[config.mk]
export PLATFORM = sky130hd
export DESIGN_NAME = mini_cpu_core
export DESIGN_NICKNAME = d
export VERILOG_FILES = /design/src/rtl/mini_cpu_core.sv
export SDC_FILE = /design/constraint.sdc
export NUM_CORES = 1
export LEC_CHECK = 0
export ABC_AREA = 1
export BUFFER_PORTS_ARGS = -buffer_cell sky130_fd_sc_hd__buf_2
export CORE_AREA = 5 5 248 250
export DETAILED_ROUTE_END_ITERATION = 12
export DIE_AREA = 0 0 253 255
export PLACE_DENSITY = 0.41
export SKIP_LAST_GASP = 1
export SLEW_MARGIN = 0
export SYNTH_ARGS = -nofsm -noshare
export SYNTH_HDL_FRONTEND = slang
export SYNTH_SLANG_ARGS = --single-unit
[constraint.sdc]
create_clock -name clock -period 7.5 [get_ports clock]
set_clock_uncertainty 0.1 [all_clocks]
set_input_delay 1.5 -clock clock [delete_from_list [all_inputs] [get_ports clock]]
set_output_delay 1.5 -clock clock [all_outputs]
set_load 0.005 [all_outputs]
[src/rtl/mini_cpu_core.sv]
// mini_cpu_core: multi-cycle 4-op CPU (ADD/LD/ST/BEQ) with parametrised widths,
// external instruction ROM fetched over a req/valid handshake, run/single-step
// control, a sticky halt state and a combinational debug register read port.
module mini_cpu_core #(
  parameter int DATA_W  = 8,
  parameter int REG_AW  = 2,
  parameter int PC_W    = 8,
  parameter int DMEM_AW = 5
) (
  input  logic                    clock,
  input  logic                    reset,
  input  logic                    run,
  input  logic                    step,
  output logic                    imem_req,
  output logic [PC_W-1:0]         imem_addr,
  input  logic                    imem_valid,
  input  logic [2+3*REG_AW-1:0]   imem_data,
  input  logic [REG_AW-1:0]       dbg_sel,
  output logic [DATA_W-1:0]       dbg_data,
  output logic [PC_W-1:0]         pc,
  output logic [1:0]              op,
  output logic                    reg_write,
  output logic                    mem_write,
  output logic                    mem_read,
  output logic [REG_AW-1:0]       last_reg,
  output logic                    busy,
  output logic                    halted
);

  localparam int          INSTR_W = 2 + 3*REG_AW;
  localparam int          NREG    = 2**REG_AW;
  localparam int unsigned DEPTH   = 2**DMEM_AW;

  localparam logic [1:0] ST_IDLE  = 2'd0;
  localparam logic [1:0] ST_FETCH = 2'd1;
  localparam logic [1:0] ST_EXEC  = 2'd2;
  localparam logic [1:0] ST_HALT  = 2'd3;

  localparam logic [1:0] OP_ADD = 2'b00;
  localparam logic [1:0] OP_LD  = 2'b01;
  localparam logic [1:0] OP_ST  = 2'b10;
  localparam logic [1:0] OP_BEQ = 2'b11;

  localparam logic [PC_W-1:0] PC_ONE = PC_W'(1);

  logic [1:0]         state_q, state_d;
  logic [PC_W-1:0]    pc_q, pc_d;
  logic [INSTR_W-1:0] ir_q, ir_d;
  logic [REG_AW-1:0]  last_reg_q, last_reg_d;
  logic [DATA_W-1:0]  regs_q [NREG];
  logic [DATA_W-1:0]  mem_q  [DEPTH];

  // Decoded instruction fields and operands
  logic [1:0]          op_w;
  logic [REG_AW-1:0]   rs, rt, rd;
  logic [DATA_W-1:0]   rs_val, rt_val;
  logic [PC_W-1:0]     imm_pc, pc_inc, pc_br;
  logic [DMEM_AW-1:0]  imm_a, dm_addr;
  logic                eq;

  // Single register-file and data-memory write ports, driven from EXEC
  logic                rf_we;
  logic [REG_AW-1:0]   rf_waddr;
  logic [DATA_W-1:0]   rf_wdata;
  logic                dm_we;

  assign op_w   = ir_q[INSTR_W-1 -: 2];
  assign rs     = ir_q[3*REG_AW-1 -: REG_AW];
  assign rt     = ir_q[2*REG_AW-1 -: REG_AW];
  assign rd     = ir_q[REG_AW-1:0];
  assign rs_val = regs_q[rs];
  assign rt_val = regs_q[rt];
  assign eq     = (rs_val == rt_val);

  // Address arithmetic only needs the low DMEM_AW bits, so the immediate is
  // sign-extended straight to that width; the sum wraps naturally.
  assign imm_a   = {{(DMEM_AW-REG_AW){rd[REG_AW-1]}}, rd};
  assign dm_addr = rs_val[DMEM_AW-1:0] + imm_a;
  assign imm_pc  = {{(PC_W-REG_AW){rd[REG_AW-1]}}, rd};
  assign pc_inc  = pc_q + PC_ONE;
  assign pc_br   = pc_inc + imm_pc;

  // Next-state, PC, IR and write-port decode
  always_comb begin
    state_d    = state_q;
    pc_d       = pc_q;
    ir_d       = ir_q;
    last_reg_d = last_reg_q;
    rf_we      = 1'b0;
    rf_waddr   = rd;
    rf_wdata   = rs_val + rt_val;
    dm_we      = 1'b0;
    case (state_q)
      ST_IDLE: begin
        if (run || step) state_d = ST_FETCH;
      end
      ST_FETCH: begin
        if (imem_valid) begin
          ir_d    = imem_data;
          state_d = ST_EXEC;
        end
      end
      ST_EXEC: begin
        pc_d = pc_inc;
        case (op_w)
          OP_ADD: begin
            rf_we      = 1'b1;
            rf_waddr   = rd;
            rf_wdata   = rs_val + rt_val;
            last_reg_d = rd;
          end
          OP_LD: begin
            rf_we      = 1'b1;
            rf_waddr   = rt;
            rf_wdata   = mem_q[dm_addr];
            last_reg_d = rt;
          end
          OP_ST: begin
            dm_we = 1'b1;
          end
          default: begin
            if (eq) pc_d = pc_br;
          end
        endcase
        // A taken branch to itself (imm = -1) is the halt idiom.
        if (op_w == OP_BEQ && eq && rd == '1) state_d = ST_HALT;
        else if (run)                         state_d = ST_FETCH;
        else                                  state_d = ST_IDLE;
      end
      default: begin
        state_d = ST_HALT;
      end
    endcase
  end

  // Control state, PC, IR and last-written index
  always_ff @(posedge clock) begin
    if (reset) begin
      state_q    <= ST_IDLE;
      pc_q       <= '0;
      ir_q       <= '0;
      last_reg_q <= '0;
    end else begin
      state_q    <= state_d;
      pc_q       <= pc_d;
      ir_q       <= ir_d;
      last_reg_q <= last_reg_d;
    end
  end

  // Register file: cleared on reset, one write per EXEC
  always_ff @(posedge clock) begin
    if (reset) begin
      for (int unsigned i = 0; i < NREG; i++) regs_q[REG_AW'(i)] <= '0;
    end else if (rf_we) begin
      regs_q[rf_waddr] <= rf_wdata;
    end
  end

  // Data memory: reset loads i in the lower half and -(i-depth/2) in the upper half
  always_ff @(posedge clock) begin
    if (reset) begin
      for (int unsigned i = 0; i < DEPTH; i++) begin
        if (i < DEPTH/2) mem_q[DMEM_AW'(i)] <= DATA_W'(i);
        else             mem_q[DMEM_AW'(i)] <= '0 - DATA_W'(i - DEPTH/2);
      end
    end else if (dm_we) begin
      mem_q[dm_addr] <= rt_val;
    end
  end

  assign imem_req  = (state_q == ST_FETCH);
  assign imem_addr = pc_q;
  assign pc        = pc_q;
  assign op        = op_w;
  assign last_reg  = last_reg_q;
  assign busy      = (state_q == ST_FETCH) || (state_q == ST_EXEC);
  assign halted    = (state_q == ST_HALT);
  assign reg_write = (state_q == ST_EXEC) && (op_w == OP_ADD || op_w == OP_LD);
  assign mem_write = (state_q == ST_EXEC) && (op_w == OP_ST);
  assign mem_read  = (state_q == ST_EXEC) && (op_w == OP_LD);
  assign dbg_data  = regs_q[dbg_sel];

endmodule
==> results.rst, run 1 <==
.. list-table::
   :header-rows: 1

   * - Metric
     - Value
   * - Top library cells by usage in the layout, fill and taps aside
     - 716 x sky130_fd_sc_hd__nand2_1, 370 x sky130_fd_sc_hd__nor2_1, 288 x sky130_fd_sc_hd__edfxtp_1
   * - Post-DRT Antenna Nets
     - 0
   * - Total negative slack
     - 0 ns
   * - Setup repair after global routing missed its margin
     - false
   * - Average vias per placed instance
     - approximately 4.7
   * - Hold/Removal Path Class
     - reg -> reg
   * - Hold EP
     - last_reg[0]
   * - Peak VDD IR
     - 0.210 mV
   * - Worst-case clock buffer depth
     - 3
   * - Status
     - complete, no violations
   * - List of cells traversed by the critical path
     - inv_2, o21ai_0, o22ai_1, ha_2, fa_1, inv_2, nand2_1, nor2_1, inv_2, nor2_1, inv_1, nand2_1
   * - CP arrival
     - slightly below 6 ns
   * - Root buf cell
     - sky130_fd_sc_hd__clkbuf_16
   * - Worst-case headroom to the max-slew limit
     - between 20% and 30%
   * - Setup Fix Bufs, Post-CTS
     - 0
   * - Per-cell routed wire length
     - 19.3 um
   * - Share of cells above drive strength 1
     - 9.36%
   * - Number of standard-cell rows in the floorplan
     - 89
   * - Ant diodes
     - 0
   * - Number of instances in the synthesized netlist
     - 1975
   * - Max-cap violations
     - 0
   * - Kind of end point of the critical path
     - register
   * - Critical Path RT
     - 7.60 ns
   * - IO Port Bufs
     - between 40 and 50
   * - Global-route wire length before repair
     - 81.7 mm
   * - Worst path buffer plus inverter count
     - 4
   * - Launch point of the worst hold path
     - last_reg[0]
   * - Top register by number of flip-flops
     - mem_q
   * - Number of hold buffers added after cts
     - 0
   * - Power Total
     - just under 7000 uW
   * - Maximum cell stage delay along the critical path
     - 0.85 ns
   * - Number of unique standard cell types used by synthesis
     - 41
   * - Most frequent standard cell in the layout excluding fill and tap cells
     - sky130_fd_sc_hd__nand2_1
   * - Minimum hold slack
     - 0.370 ns
   * - Worst R2R Setup Slack
     - 1.80 ns
   * - Cell Area, Synth
     - 16400 um^2
   * - Time the worst path needs with I/O delays and setup
     - 5.70 ns
   * - Global placer's final weighted congestion
     - 0.819
   * - Sequential share of the synthesized area
     - 55.8%
   * - Nature of the critical path startpoint
     - register
   * - Length of the first detailed-routing pass in iterations
     - 5
   * - Number of register bits inferred by synthesis
     - 312
   * - Class of the most critical setup path
     - reg -> reg
   * - Clock latency reported for the late side of the worst-skew pair
     - 0.56 ns
   * - Post-layout nets
     - 2022
   * - Number of antenna violations at the first check in global routing
     - 1
   * - Post-route DRC
     - 0
   * - Number of cells on the worst reg-to-reg path
     - 12
   * - Die area
     - roughly 65000 um^2
   * - Number of H-tree levels
     - 2
   * - Floorplan Core Area
     - ~59000 um^2
   * - Avg Synthesized Cell Area
     - 8.28 um^2
   * - Registers with the most flip-flops
     - mem_q x256, regs_q x32
   * - Final hold viol count
     - 0
   * - Portion of the clock cycle consumed by the worst path in the final layout
     - 76.0%
   * - Upper clock frequency limit
     - 175 MHz
   * - I/O pin count
     - around 50
   * - Count of cells resized by post-cts repair
     - 0
   * - Area overhead of the layout relative to synthesis
     - 12.5%
   * - Max Transition Viols Final
     - 0
   * - Number of synthesized flops with an enable pin
     - 288
   * - Worst flop-to-flop path endpoint
     - mem_q[8][0]
   * - Wirelength, routed
     - 53.8 mm
   * - Die X-Extent
     - 253 um
   * - Number of clock sinks
     - 312
   * - Total via count in the routed design
     - 13000
   * - Pin count of the biggest net entering global routing
     - 63
   * - Die Y
     - 255 um
   * - Leakage power total
     - ~0.0077 uW
   * - Initial standard-cell utilization of the core
     - 27.8%
   * - Synthesized Nets
     - 2017
   * - Clock Pin Slew Worst Setup and Hold Paths
     - 0.06 ns
   * - Total routing resource utilization after global routing
     - 16.6%
   * - Primary flip-flop cell chosen by synthesis mapping
     - sky130_fd_sc_hd__edfxtp_1
   * - Clock tree from TritonCTS
     - done
   * - 1st-iter DRT viols
     - roughly 1100
   * - Worst Hold Depth
     - 2
   * - FFs w/ async S/R, synth
     - 0%
   * - Highest fanout seen on the critical path
     - 44
   * - Number of warnings issued by yosys
     - 0
   * - Congestion Overflow GR
     - 0
   * - Slew @ Worst Pin
     - 1.14 ns
   * - Clock buffer count from CTS
     - 38
   * - Slowest cell on the critical path
     - sky130_fd_sc_hd__fa_1
   * - Cell repeated most along the worst path
     - sky130_fd_sc_hd__inv_2
   * - Max reg flops
     - between 200 and 300
   * - Pwr Density
     - 369 nW/um^2
   * - DPL Wire Length
     - around 35 mm
   * - Family with the most delay on the worst path
     - simple AND/OR/NAND/NOR gates
   * - Via count of the first global-routing pass
     - about 13000
   * - Count of endpoints failing setup in the final report
     - 0
## power by group
part | switching, uW | internal (uW) | total (uW) | leakage, uW
clock | 763 | 1020 | 1790 | 0.000576
combinational | 2290 | 666 | 2960 | 0.00436
sequential | 77.8 | 1970 | 2050 | 0.00273
## layout make-up
class / instances / area [um^2]
tap: 773 / 967
clock buffer: 46 / 1000
fill: 6273 / 40400
clock inverter: 23 / 169
sequential: 312 / 9130
timing repair buffer: 60 / 330
inverter: 207 / 779
multi-input combinational: 1361 / 6010
## kinds of logic (layout without fill, tap and decap cells)
group / Yosys count / after routing / synth area share (%)
buffers and inverters: 302 / 336 / 7.44
DFF: 312 / 312 / 55.8
AOI/OAI and AO/OA: 154 / 154 / 5.32
xor gates and xnor gates: 13 / 13 / 0.742
and+or+nand+nor: 1167 / 1167 / 28.5
adders and majority gates: 27 / 27 / 2.20
## worst max-delay path by stage
| stage | end | startpoint | depth (start not counted) | slack, ns |
|---|---|---|---|---|
| 2_1_floorplan | dbg_data[0] | dbg_sel[0] | 4 | 3.79 |
| 3_3_place_gp | mem_q[8][5] | register | 12 | 1.92 |
| 3_5_place_dp | mem_q[8][5] | register | 12 | 1.84 |
| 4_1_cts | mem_q[8][0] | register | 12 | 1.83 |
| 5_1_grt | regs_q[0][6] | register | 15 | 1.40 |
| 6_report | mem_q[8][0] | register | 12 | 1.80 |
## worst min-delay path: stages, from the launching register on
cell                      delay [ns]
sky130_fd_sc_hd__dfxtp_1        0.32
sky130_fd_sc_hd__nand2_1        0.05
sky130_fd_sc_hd__o21ai_0        0.06
## metrics by stage
stage	area, um^2	utilization, %	std cells	setup WS, ns
after global routing	18400	31.3	2782	1.40
after global placement	17200	29.3	2713	1.92
final	18400	31.3	2782	1.80
after CTS	18400	31.3	2782	1.83
after floorplan	16400	-	1975	3.79
after detailed placement	17200	29.3	2713	1.84
## Yosys cell counts (27+ instances only)
| cell | instances | share of area [%] |
|---|---|---|
| sky130_fd_sc_hd__nand3_1 | 27 | 0.83 |
| sky130_fd_sc_hd__edfxtp_1 | 288 | 53 |
| sky130_fd_sc_hd__inv_1 | 171 | 3.9 |
| sky130_fd_sc_hd__nand2_1 | 716 | 16 |
| sky130_fd_sc_hd__inv_2 | 35 | 0.80 |
| sky130_fd_sc_hd__o21ai_0 | 73 | 2.2 |
| sky130_fd_sc_hd__nor2_1 | 370 | 8.5 |
| sky130_fd_sc_hd__a21oi_1 | 32 | 0.98 |
| sky130_fd_sc_hd__o22ai_1 | 27 | 1.0 |
| sky130_fd_sc_hd__clkbuf_1 | 49 | 1.1 |
| sky130_fd_sc_hd__buf_2 | 29 | 0.89 |
## routing by layer
metal	track usage, %	part of all wire (%)
met4	3.90	2.1
met3	2.51	4.8
met5	0	0
met2	28.1	48
met1	22.4	46
Note: power is estimated with default switching activity, not from simulation.
==> run 2: changes to the inputs <==
clock period = 5.4 ns   (was 7.5 ns; I/O delays follow)
==> run 2 against run 1 <==
Effect of this change:
- cell count is 0.14% higher
- sequential power grew 39%
- critical path depth increased by 4
- global-route usage fell by 0.17 points
- first-iteration DRC count shrank 17%
- setup slack worse by 1.1 ns
- utilization is 0.15 points higher
==> results.rst, run 2 (synthesis results as in run 1) <==
.. list-table::
   :header-rows: 1

   * - Metric
     - Value
   * - Slew @ Worst Pin
     - 1.30 ns
   * - Cell internal pwr
     - between 5000 and 6000 uW
   * - Peak VDD IR
     - ~0.26 mV
   * - Nature of the critical path startpoint
     - register
   * - Wirelength, routed
     - 53.2 mm
   * - IO Port Bufs
     - 48
   * - I/O pin count
     - between 40 and 50
   * - Status
     - complete, no violations
   * - Total routing resource utilization after global routing
     - between 10% and 20%
   * - DPL Wire Length
     - 35.3 mm
   * - Number of standard-cell rows in the floorplan
     - 89
   * - Leakage power total
     - approximately 0.0077 uW
   * - Global placer's final weighted congestion
     - between 0.8 and 0.9
   * - Clock tree from TritonCTS
     - done
   * - Switching share of total power
     - between 40 and 50%
   * - Pin count of the biggest net entering global routing
     - 54
   * - Count of cells resized by post-cts repair
     - 0
   * - Post-layout nets
     - just over 2000
   * - CP arrival
     - about 5 ns
   * - Global-route wire length before repair
     - 80.5 mm
   * - Total negative slack
     - 0 ns
   * - Max reg flops
     - 256
   * - 1st-iter DRT viols
     - 915
   * - Worst-case headroom to the max-slew limit
     - 13.2%
   * - Power Total
     - ~9600 uW
   * - Clock latency reported for the late side of the worst-skew pair
     - between 0.5 and 0.6 ns
   * - Post-route DRC
     - 0
   * - Count of endpoints failing setup in the final report
     - 0
   * - Worst-case clock buffer depth
     - 3
   * - Hold/Removal Path Class
     - reg -> reg
   * - Final hold viol count
     - 0
   * - Max-cap violations
     - 0
   * - Number of hold buffers added after cts
     - 0
   * - Pwr Density
     - 517 nW/um^2
   * - Combinational power share
     - 44.4%
   * - Via count of the first global-routing pass
     - 13000
   * - Per-cell routed wire length
     - 19.1 um
   * - Portion of the clock cycle consumed by the worst path in the final layout
     - 87.5%
   * - Number of H-tree levels
     - 2
   * - Registers with the most flip-flops
     - mem_q x256, regs_q x32
   * - Top library cells by usage in the layout, fill and taps aside
     - 716 x sky130_fd_sc_hd__nand2_1, 370 x sky130_fd_sc_hd__nor2_1, 288 x sky130_fd_sc_hd__edfxtp_1
   * - Clock network power share
     - 25.9%
   * - Congestion Overflow GR
     - 0
   * - Die X-Extent
     - ~250 um
   * - Root buf cell
     - sky130_fd_sc_hd__clkbuf_16
   * - Class of the most critical setup path
     - reg -> reg
   * - Floorplan Core Area
     - 58800 um^2
   * - Setup repair after global routing missed its margin
     - false
   * - Setup Fix Bufs, Post-CTS
     - 0
   * - Clock buffer count from CTS
     - 38
   * - Switching component of the power
     - around 4300 uW
   * - Average vias per placed instance
     - 4.62
   * - Length of the first detailed-routing pass in iterations
     - 5
   * - Max Transition Viols Final
     - 0
   * - Number of clock sinks
     - 312
   * - Die area
     - 64500 um^2
   * - Number of antenna violations at the first check in global routing
     - 0
   * - Time the worst path needs with I/O delays and setup
     - 4.72 ns
   * - Kind of end point of the critical path
     - register
   * - Ant diodes
     - 0
   * - Critical Path RT
     - 5.57 ns
   * - Most frequent standard cell in the layout excluding fill and tap cells
     - sky130_fd_sc_hd__nand2_1
   * - Area overhead of the layout relative to synthesis
     - 13.0%
   * - Post-DRT Antenna Nets
     - 0
   * - Utilization after layout
     - between 30% and 40%
   * - Highest fanout seen on the critical path
     - 21
   * - Clock Pin Slew Worst Setup and Hold Paths
     - 0.06 ns
   * - Reg power frac
     - between 20% and 30%
   * - Share of cells above drive strength 1
     - 9.24%
   * - Initial standard-cell utilization of the core
     - 27.8%
   * - Upper clock frequency limit
     - roughly 210 MHz
   * - Die Y
     - about 260 um
   * - Top register by number of flip-flops
     - mem_q
   * - Total via count in the routed design
     - 12900
[run 2: changes by cell type in the layout (fill, tap and decap cells not counted), sizes merged]
| cell | before | now |
|---|---|---|
| bufinv | 2 | 3 |
| buf | 60 | 67 |
| clkbuf | 46 | 51 |
| clkinv | 18 | 10 |
| clkinvlp | 2 | 1 |
[run 2: critical path, stage by stage, from the launching register on]
cell,delay (ns)
sky130_fd_sc_hd__dfxtp_1,0.64
sky130_fd_sc_hd__inv_2,0.23
sky130_fd_sc_hd__o21ai_0,0.21
sky130_fd_sc_hd__o22ai_1,0.14
sky130_fd_sc_hd__ha_2,0.21
sky130_fd_sc_hd__fa_1,0.70
sky130_fd_sc_hd__inv_2,0.26
sky130_fd_sc_hd__nand2_1,0.54
sky130_fd_sc_hd__inv_2,0.30
sky130_fd_sc_hd__nand2_1,0.14
sky130_fd_sc_hd__nand4_1,0.19
sky130_fd_sc_hd__nand4_1,0.15
sky130_fd_sc_hd__nand2_1,0.06
sky130_fd_sc_hd__nor2_1,0.16
sky130_fd_sc_hd__nand3_1,0.17
sky130_fd_sc_hd__nand2_1,0.18
sky130_fd_sc_hd__nor2_1,0.06
[run 2: routing by layer]
metal,vias up,wire length (um),track usage (%)
li1,6314,-,-
met1,6171,24500,22.2
met2,297,24800,27.4
met3,83,2460,2.53
met4,0,1440,4.84
met5,-,0,0
[run 2: area by class of cell]
type                    instances  area (um^2)
flip-flops and latches        312         9130
multi-input cells            1361         6010
repair buffers                 67          420
inverters                     207          779
well taps                     773          967
clock buffers                  51         1020
clock inverters                15          146
fillers                      6303        40300
[run 2: per-stage QoR]
stage | instance area (um^2) | hold slack, ns | cells | setup WS (ns)
after floorplan | 16400 | 0.352 | 1975 | 1.87
after global placement | 17300 | 0.356 | 2720 | 0.759
after global routing | 18500 | 0.425 | 2786 | 0.291
after CTS | 18500 | 0.396 | 2786 | 0.720
final | 18500 | 0.385 | 2786 | 0.677
after detailed placement | 17300 | 0.368 | 2720 | 0.725
[run 2: worst paths after layout]
check	startpoint	to	slack (ns)	depth (start not counted)
max	register	regs_q[2][6]	0.68	16
min	last_reg[0]	last_reg[0]	0.38	2
max reg2reg	register	regs_q[2][6]	0.68	16
min reg2reg	last_reg[0]	last_reg[0]	0.38	2
[run 2: power groups by stage]
| stage | Combinational (uW) | Sequential (uW) | Clock [uW] |
|---|---|---|---|
| final | 4240 | 2840 | 2480 |
| after global routing | 4710 | 2850 | 2650 |
| after CTS | 4300 | 2840 | 2550 |
| after detailed placement | 4290 | 2890 | 0 |
| after global placement | 4320 | 2890 | 0 |
| after floorplan | 2680 | 2840 | 0 |
